## src/rtl/bus6502_pkg.sv

```systemverilog
// Shared constants for the 6502-side RAM controller: register map,
// CTRL bit positions and arbiter state encoding.
package bus6502_pkg;

   localparam logic [3:0] REG_ADDR    = 4'd0;
   localparam logic [3:0] REG_DATA    = 4'd1;
   localparam logic [3:0] REG_CTRL    = 4'd2;
   localparam logic [3:0] REG_SCANLEN = 4'd3;
   localparam logic [3:0] REG_LED     = 4'd4;

   localparam int CTRL_SCAN_EN = 0;
   localparam int CTRL_AUTOINC = 1;

   localparam logic [1:0] ST_IDLE     = 2'd0;
   localparam logic [1:0] ST_CPU_WR   = 2'd1;
   localparam logic [1:0] ST_SCAN_RD  = 2'd2;
   localparam logic [1:0] ST_SCAN_CAP = 2'd3;

endpackage

```

## src/rtl/bus6502_sync.sv

```systemverilog
// Synchronizer bank for the asynchronous 6502 bus pins plus phi2
// falling-edge detect. rs and data are stable while phi2 is high, so
// they are synchronized bit by bit alongside the strobes.
module bus6502_sync #(
   parameter int SYNC_STAGES = 2
) (
   input  logic       clk,
   input  logic       rst,
   input  logic       clk_ext1,
   input  logic       cs,
   input  logic       wren,
   input  logic [3:0] rs,
   input  logic [7:0] data_in,
   output logic       cpu_evt,
   output logic [3:0] rs_s,
   output logic [7:0] data_s
);

   localparam int W = 15;

   logic [W-1:0] sync_q [SYNC_STAGES];
   logic [W-1:0] bus_s;
   logic         phi2_d;

   // shift all bus pins through the synchronizer chain; keep last phi2 for edge detect
   always_ff @(posedge clk) begin
      if (rst) begin
         for (int i = 0; i < SYNC_STAGES; i++) sync_q[i] <= '0;
         phi2_d <= 1'b0;
      end else begin
         sync_q[0] <= {clk_ext1, cs, wren, rs, data_in};
         for (int i = 1; i < SYNC_STAGES; i++) sync_q[i] <= sync_q[i-1];
         phi2_d <= bus_s[14];
      end
   end

   assign bus_s   = sync_q[SYNC_STAGES-1];
   // phi2 fall with chip selected and a write cycle; cs and wren are active low
   assign cpu_evt = phi2_d & ~bus_s[14] & ~bus_s[13] & ~bus_s[12];
   assign rs_s    = bus_s[11:8];
   assign data_s  = bus_s[7:0];

endmodule

```

## src/rtl/bus6502_ram_ctrl.sv

```systemverilog
// RAM controller/arbiter between the 6502 register interface and the
// 256x8 RAM. CPU writes are queued in a single pending slot; a scan
// engine periodically reads RAM and replays it onto the LEDs.
//
//   state       | meaning
//   ------------+---------------------------------------------
//   ST_IDLE     | no RAM access; pick CPU write, then scan read
//   ST_CPU_WR   | one-cycle RAM write of wr_addr/wr_dat
//   ST_SCAN_RD  | present scan_ptr to the RAM
//   ST_SCAN_CAP | capture ram_q into led, advance scan_ptr
module bus6502_ram_ctrl
   import bus6502_pkg::*;
#(
   parameter int SCAN_DIV    = 50000,
   parameter int SYNC_STAGES = 2
) (
   input  logic       clk,
   input  logic       rst,
   input  logic       clk_ext1,
   input  logic       cs,
   input  logic [3:0] rs,
   input  logic       wren,
   input  logic [7:0] data_in,
   output logic [7:0] ram_address,
   output logic [7:0] ram_data,
   output logic       ram_wren,
   input  logic [7:0] ram_q,
   output logic [7:0] led,
   output logic       overrun
);

   localparam int TW = $clog2(SCAN_DIV);

   logic          cpu_evt;
   logic [3:0]    rs_s;
   logic [7:0]    data_s;
   logic [1:0]    state;
   logic [7:0]    addr_reg, ctrl_reg, scan_len, led_reg;
   logic [7:0]    wr_addr, wr_dat, scan_ptr, addr_hold, addr_nxt;
   logic          wr_pend, scan_pend;
   logic [TW-1:0] tick_cnt;
   logic          tick_tc, grant, scan_en;
   logic          ev_addr, ev_data, ev_ctrl, ev_len, ev_led;
   logic          unused_ctrl;

   bus6502_sync #(.SYNC_STAGES(SYNC_STAGES)) u_sync (
      .clk      (clk),
      .rst      (rst),
      .clk_ext1 (clk_ext1),
      .cs       (cs),
      .wren     (wren),
      .rs       (rs),
      .data_in  (data_in),
      .cpu_evt  (cpu_evt),
      .rs_s     (rs_s),
      .data_s   (data_s)
   );

   assign ev_addr = cpu_evt && (rs_s == REG_ADDR);
   assign ev_data = cpu_evt && (rs_s == REG_DATA);
   assign ev_ctrl = cpu_evt && (rs_s == REG_CTRL);
   assign ev_len  = cpu_evt && (rs_s == REG_SCANLEN);
   assign ev_led  = cpu_evt && (rs_s == REG_LED);

   assign grant   = (state == ST_CPU_WR);
   assign scan_en = ctrl_reg[CTRL_SCAN_EN];
   assign tick_tc = (tick_cnt == TW'(SCAN_DIV - 1));

   // upper CTRL bits are held for software but drive nothing
   assign unused_ctrl = ^ctrl_reg[7:2];

   // next CPU pointer: an explicit ADDR write beats the post-grant increment
   always_comb begin
      addr_nxt = addr_reg;
      if (ev_addr)
         addr_nxt = data_s;
      else if (grant && ctrl_reg[CTRL_AUTOINC])
         addr_nxt = addr_reg + 8'd1;
   end

   // CPU-visible registers and the single pending-write slot
   always_ff @(posedge clk) begin
      if (rst) begin
         addr_reg <= '0;
         ctrl_reg <= '0;
         scan_len <= '0;
         led_reg  <= '0;
         wr_pend  <= 1'b0;
         wr_addr  <= '0;
         wr_dat   <= '0;
         overrun  <= 1'b0;
      end else begin
         addr_reg <= addr_nxt;
         if (ev_ctrl) ctrl_reg <= data_s;
         if (ev_len)  scan_len <= data_s;
         if (ev_led)  led_reg  <= data_s;
         if (ev_data) begin
            wr_pend <= 1'b1;
            wr_addr <= addr_nxt;
            wr_dat  <= data_s;
            // a write landing in the grant cycle simply re-queues; only an unserved one is lost
            if (wr_pend && !grant) overrun <= 1'b1;
         end else if (grant) begin
            wr_pend <= 1'b0;
         end
      end
   end

   // free-running scan divider; requests only while scanning is enabled
   always_ff @(posedge clk) begin
      if (rst) begin
         tick_cnt  <= '0;
         scan_pend <= 1'b0;
      end else begin
         tick_cnt <= tick_tc ? '0 : tick_cnt + TW'(1);
         if (tick_tc && scan_en)
            scan_pend <= 1'b1;
         else if (!scan_en || state == ST_SCAN_CAP)
            scan_pend <= 1'b0;
      end
   end

   // arbiter FSM, scan pointer and LED source selection
   always_ff @(posedge clk) begin
      if (rst) begin
         state     <= ST_IDLE;
         scan_ptr  <= '0;
         led       <= '0;
         addr_hold <= '0;
      end else begin
         addr_hold <= ram_address;
         case (state)
            ST_IDLE: begin
               if (wr_pend)        state <= ST_CPU_WR;
               else if (scan_pend) state <= ST_SCAN_RD;
            end
            ST_CPU_WR:  state <= ST_IDLE;
            ST_SCAN_RD: state <= ST_SCAN_CAP;
            default:    state <= ST_IDLE;
         endcase
         // >= so that shrinking SCAN_LEN below the pointer wraps on the next advance
         if (ev_ctrl && data_s[CTRL_SCAN_EN])
            scan_ptr <= '0;
         else if (state == ST_SCAN_CAP)
            scan_ptr <= (scan_ptr >= scan_len) ? 8'd0 : scan_ptr + 8'd1;
         if (state == ST_SCAN_CAP)
            led <= ram_q;
         else if (!scan_en)
            led <= ev_led ? data_s : led_reg;
      end
   end

   // RAM port drive; address holds between accesses, write suppressed under reset
   always_comb begin
      ram_address = addr_hold;
      ram_data    = '0;
      ram_wren    = 1'b0;
      case (state)
         ST_CPU_WR: begin
            ram_address = wr_addr;
            ram_data    = wr_dat;
            ram_wren    = ~rst;
         end
         ST_SCAN_RD: ram_address = scan_ptr;
         default: ;
      endcase
   end

endmodule

```

## config.mk

```make
export PLATFORM = sky130hd
export DESIGN_NAME = bus6502_ram_ctrl
export DESIGN_NICKNAME = d
export VERILOG_FILES = /design/src/rtl/bus6502_pkg.sv /design/src/rtl/bus6502_sync.sv /design/src/rtl/bus6502_ram_ctrl.sv
export SDC_FILE = /design/constraint.sdc
export NUM_CORES = 1
export LEC_CHECK = 0
export BUFFER_PORTS_ARGS = -buffer_cell sky130_fd_sc_hd__buf_2
export CORE_ASPECT_RATIO = 0.8
export CORE_MARGIN = 2
export CORE_UTILIZATION = 40
export CTS_CLUSTER_DIAMETER = 50
export DETAILED_ROUTE_END_ITERATION = 10
export GPL_TIMING_DRIVEN = 0
export PLACE_DENSITY = 0.6
export SETUP_SLACK_MARGIN = 0.5
export SYNTH_ARGS = -nofsm -noshare
export SYNTH_HDL_FRONTEND = slang
export SYNTH_HIERARCHICAL = 1
export SYNTH_SLANG_ARGS = --single-unit
```

## constraint.sdc

```tcl
create_clock -name clk -period 2 [get_ports clk]
set_clock_uncertainty 0.05 [all_clocks]
set_input_delay 0.4 -clock clk [delete_from_list [all_inputs] [get_ports clk]]
set_output_delay 0.4 -clock clk [all_outputs]
set_load 0.01 [all_outputs]
```

# Word-level counts from Yosys, hierarchy flattened
# Memory sizes are Yosys's and may differ from the RTL's.
# Index checks and enable logic that the tools add are counted.
# W data, S select, Z words.
# word_totals
reg_bits,88
latch_bits,0
mem_bits_rw,30
rom_bits,0
output_inout_bits,26
wordCells,79
n_memories,1
# mem_list
memory,depth,word_bits,rd,rd_clocked_by_memory_dff,wr,line_no,text
u_sync.sync_q,2,15,2,0,2,bus6502_sync.sv:21,logic [W-1:0] sync_q [SYNC_STAGES];
# classes
n_addsub,3
n_mul,0
div_mod_pow,0
magnitude_cmp,1
eq_ne,10
n_shift,0
n_mux,21
bitwise_logic,9
n_reduce_logical,19
# op_table
op,count
$mux W8,7
$mux W15,2
$add A16 B1 Y16 const B,1
$add A8 B1 Y8 const B,2
$eq A16 B16 Y1 const B,1
$pmux W8 S2,1
$logic_and A1 B1 Y1,9
$eq A4 B2 Y1 const B,2
$ge A8 B8 Y1,1
$mux W1,8
$eq A2 B2 Y1 const B,2
$eq A4 B1 Y1 const B,1
$eq A4 B3 Y1 const B,1
$logic_not A4 Y1,1
$mux W2,2
$not A1 Y1,4
$pmux W2 S2,1
$reduce_bool A2 Y1,2
$reduce_or A2 Y1,2
$and A1 B1 Y1,3
$ne A3 B3 Y1 const B,1
$eq A2 B1 Y1 const B,1
$logic_not A1 Y1,2
$logic_not A2 Y1,1
4 further kinds,5

# Longest topological paths before layout
# depth
depth_word,8
ltp_mapped,7
ltp_nobuf,6

# By module
# The synthesis kept the hierarchy.
# by_module_without_submodules
module,instances,cells_per_inst,area_each_um2,seq_area_each_um2
bus6502_ram_ctrl,1,447,3958.8,1741.7
bus6502_sync,1,78,947.2,620.6

# Worst setup path before layout
# Ideal clock, no wire load.
# synth_path
path_kind,register to register
start,memory u_sync.sync_q[1][14] (netlist: u_sync/sync_q[0][29])
end,register led[0]
setup_time_ns,0.138
arrival_time_ns,1.801
required_time_ns,1.812
slack_ns,0.011
stages_incl_launch_ff,7
path_buffers,1
synth_period_minus_slack_ns,1.989
path_cell_list,dfxtp_1 > nor4b_1 > nor3b_1 > nand3b_1 > buf_2 > mux2i_1 > o221ai_1
# synth_lines
element,line_no,text
"start, declared",bus6502_sync.sv:21,
"end signal, assigned",bus6502_ram_ctrl.sv:147,led <= ram_q;
"end signal, assigned",bus6502_ram_ctrl.sv:149,led <= ev_led ? data_s : led_reg;
"end, declared",bus6502_ram_ctrl.sv:28,"output logic [7:0] led,"

# Final worst setup path
# layout_path
start,register state[0]
end,output port ram_address[1]
# layout_between
elab_chain_len,2
elab_cells_between_ends,3
classes_between,eq/ne (2); mux (1)
# layout_lines
element,line_no,text
"start, declared",bus6502_ram_ctrl.sv:37,logic [1:0] state;
"start signal, assigned",bus6502_ram_ctrl.sv:126,state <= ST_IDLE;
"start signal, assigned",bus6502_ram_ctrl.sv:134,if (wr_pend) state <= ST_CPU_WR;
"start signal, assigned",bus6502_ram_ctrl.sv:135,else if (scan_pend) state <= ST_SCAN_RD;
$eq A2 B2 Y1 / $eq A2 B1 Y1 (equally long branches),bus6502_ram_ctrl.sv:158,case (state)
$pmux W8 S2 (*),bus6502_ram_ctrl.sv:158,
"end, declared",bus6502_ram_ctrl.sv:24,"output logic [7:0] ram_address,"
# Mark *: on every way between the ends. The rest lies on a longest branch, timed or not.

==> flow_metrics.py <==
metrics = {
    "global_route": {
        "grt-ovfl-total": 0,
        "grt_pass1_vias": 4170,
        "grt_max_degree": 17,
        "grt_pass1_wl_microns": 20900,
        "grt_use_total_pct": 20.8,
        "grt_antenna_before_repair": 0,
    },
    "pwr": {
        "p_seq_share_pct": 32.4,
        "pwr_density_cell_nw_per_um2": 1050,
        "switchingPower_w": 0.00226,
        "pwr-share-comb_pct": 31.2,
        "worst_ir_drop_vdd_v": 0.000744,
        "swShare_pct": 28.1,
        "internal_power_w": 0.00579,
        "clkPwrFrac_pct": 36.3,
        "p_leak_nw": 2.97,
    },
    "synth": {
        "netlist_instances": 525,
        "synth_nets": 565,
        "syn_area_per_cell_sq_um": 9.34,
        "synth_top_area_share_pct": 48.2,
        "ys_seq_area_share_pct": 48.2,
        "ys_seq_elements": 118,
        "ys_types": 54,
        "yosys.area.top_type": "dfxtp_1",
        "synth_top_cells_by_area": "dfxtp_1, nor2b_1, nor2_1",
        "syn-cell-area_sq_um": 4910,
        "synth_warnings": 6,
    },
    "setup_path": {
        "crit_fanout": 5,
        "ff2ff_path_depth": 8,
        "required_ns": 1.55,
        "crit_chain": "inv_4 -> ha_2 -> clkbuf_8 -> a22oi_2 -> a21oi_4 -> buf_6",
        "endpoint_kind": "output pin",
        "worstPathArrival_ns": 1.66,
        "startpoint_type": "register",
        "critical-path-max-stage-delay_ns": 0.38,
        "cp_slowest_cell": "dfxtp_4",
        "worstSetupPathType": "register to output pin",
    },
    "placement": {
        "place_area_sq_um": 5680,
        "gp_congestion": 0.779,
        "hpwl_microns": 8120,
        "port_buffers": 50,
        "place_inst": 727,
    },
    "sta": {
        "fmax_mhz": 473,
        "rsz0062_at_grt": "yes",
        "slew_violations": 0,
        "tightest_slew_ns": 0.761,
        "tns_ns": -1.02,
        "setup_ws_ns": -0.112,
        "finalHoldViolCount": 0,
        "fin_crit_sh_pct": 106,
        "layout_min_cycle_time_ns": 2.11,
        "setup_viol": 17,
        "maxSlewHeadroom_pct": 49.3,
    },
    "finish": {
        "final_cell_count_no_fill": 802,
        "drive_gt1_share_pct": 48.6,
        "final_common_cell": "dfxtp_1",
        "largest_reg_flops": 30,
        "nets": 680,
        "layout_common_cells": "dfxtp_1, nor2b_1, nor2_1",
        "design_area_sq_um": 7680,
        "diodes": 0,
        "area_delta_synth_final_pct": 56.6,
    },
    "floorplanning": {
        "die_height_microns": 103,
        "die_width_microns": 128,
        "die_area_sq_um": 13200,
        "core_region_area_sq_um": 12100,
        "rows": 36,
        "ioPinCount": 51,
        "start_util_pct": 40.6,
    },
    "worst_hold_path": {
        "worst_hold_path.num_cells": 2,
        "min-delay-path-class": "primary input to register",
    },
    "detailed_routing": {
        "vias": 4150,
        "vias_per_cell": 5.17,
        "drc": 0,
        "drtPass1Iterations": 4,
        "postRouteAntennaNets": 0,
        "wirelength_microns": 13500,
        "drt_iter0_markers": 178,
        "wl_per_cell_microns": 16.8,
    },
    "clock_tree": {
        "clk_latency_ns": 0.40,
        "cts_tree": "built",
        "hold_buffers": 0,
        "clk_pin_slew_ns": 0.05,
        "cts_buffers": 17,
        "cts_root_buffer": "clkbuf_16",
        "cts_buffer_depth": 2,
        "htreeDepth": 4,
        "cts_sinks": 118,
    },
    "run": {
        "maxCapViolCount": 0,
    },
    "status": {
        "status": "finished with violations",
        "violations": "setup timing",
    },
}
==> worst max-delay path, delay by kind of cell (launching register included) <==
family / cells / cell delay [ns]
buffers and inverters: 3 / 0.34
adder cells (fa/ha/maj): 1 / 0.20
AO/OA/AOI/OAI: 2 / 0.32
flip-flops: 1 / 0.38
==> final cells by class <==
class                      instances  area [sq um]
timing repair buffer              96           865
fill                             958          4390
inverter                          15          61.3
tap                              152           190
multi-input combinational        355          3240
clock buffer                      25           495
sequential                       118          2390
clock inverter                     4          70.1
buffer                            37           363
==> power by group through the flow <==
stage                     sequential [W]  combinational [W]  clock, W
after global placement           0.00264            0.00178         0
after detailed placement         0.00265            0.00182         0
final                            0.00261            0.00251   0.00292
after CTS                        0.00261            0.00222   0.00297
after global routing             0.00263            0.00270   0.00307
after floorplan                  0.00263            0.00140         0
==> cell families (layout without fill, tap and decap cells) <==
group	count (synthesis)	count (layout)	synth area share, %
xor gates and xnor gates	22	22	3.93
muxes	21	21	4.31
adders and majority gates	15	15	3.83
buffers and inverters	52	177	5.56
DFF	118	118	48.2
AOI/OAI and AO/OA	62	62	8.49
and+or+nand+nor	235	235	25.7
==> per-stage QoR <==
stage / hold WS [ns] / worst slack (ns) / total power, W / util (%)
floorplan: 0.364 / 0.368 / 0.00403 / -
global placement: 0.378 / -0.252 / 0.00442 / 47.0
detailed placement: 0.373 / -0.245 / 0.00446 / 47.0
CTS: 0.144 / -0.144 / 0.00779 / 59.3
global route: 0.145 / -0.175 / 0.00840 / 63.6
finish: 0.152 / -0.112 / 0.00805 / 63.6
==> Yosys cell counts, drive strengths merged <==
master / n
o31a: 2
o221ai: 7
mux2i: 20
o211ai: 1
a311oi: 1
nor4b: 2
a221oi: 1
ha: 15
nor2: 65
nand4: 10
dfxtp: 118
a31o: 1
xnor2: 15
and2: 9
and4bb: 1
a31oi: 1
nor3b: 2
xor2: 7
and3: 3
a21oi: 22
clkbuf: 14
buf: 23
and4: 1
a211oi: 4
nand2: 36
nand2b: 4
nand3b: 14
and4b: 1
inv: 15
a22oi: 8
nor4: 6
nand3: 8
a21o: 3
nor2b: 45
o21ai: 6
or4: 1
o21ba: 1
o21a: 2
o31ai: 1
or3: 2
nor3: 25
mux2: 1
o2111ai: 1
==> worst paths after layout <==
check | start | to | slack (ns)
setup reg to reg | state[1]$_SDFFE_PP0P_ | wr_addr[4]$_SDFFE_PP0P_ | 0.19
hold reg to reg | u_sync/sync_q[0][5]$_SDFF_PP0_ | u_sync/sync_q[0][20]$_SDFF_PP0_ | 0.38
hold / removal | wren | u_sync/sync_q[0][12]$_SDFF_PP0_ | 0.15
setup / recovery | state[0]$_SDFFE_PP0P_ | ram_address[1] | -0.11
==> layer usage <==
| layer | wire length, microns | vias to the layer above | part of all wire (%) | track usage, % |
|---|---|---|---|---|
| met4 | 366 | 0 | 2.7 | 7.86 |
| met1 | 5770 | 2011 | 43 | 25.1 |
| met2 | 6780 | 90 | 50 | 36.4 |
| met5 | 0 | - | 0 | 0 |
| met3 | 590 | 32 | 4.4 | 5.24 |
| li1 | - | 2017 | - | - |
==> repair_timing <==
action                     CTS  global route
buffers inserted            26            14
setup endpoints to repair  100            95
pin swaps                   53            41
resized for setup          152            89
gates cloned                 5             1
(Power assumes the default switching activity.)
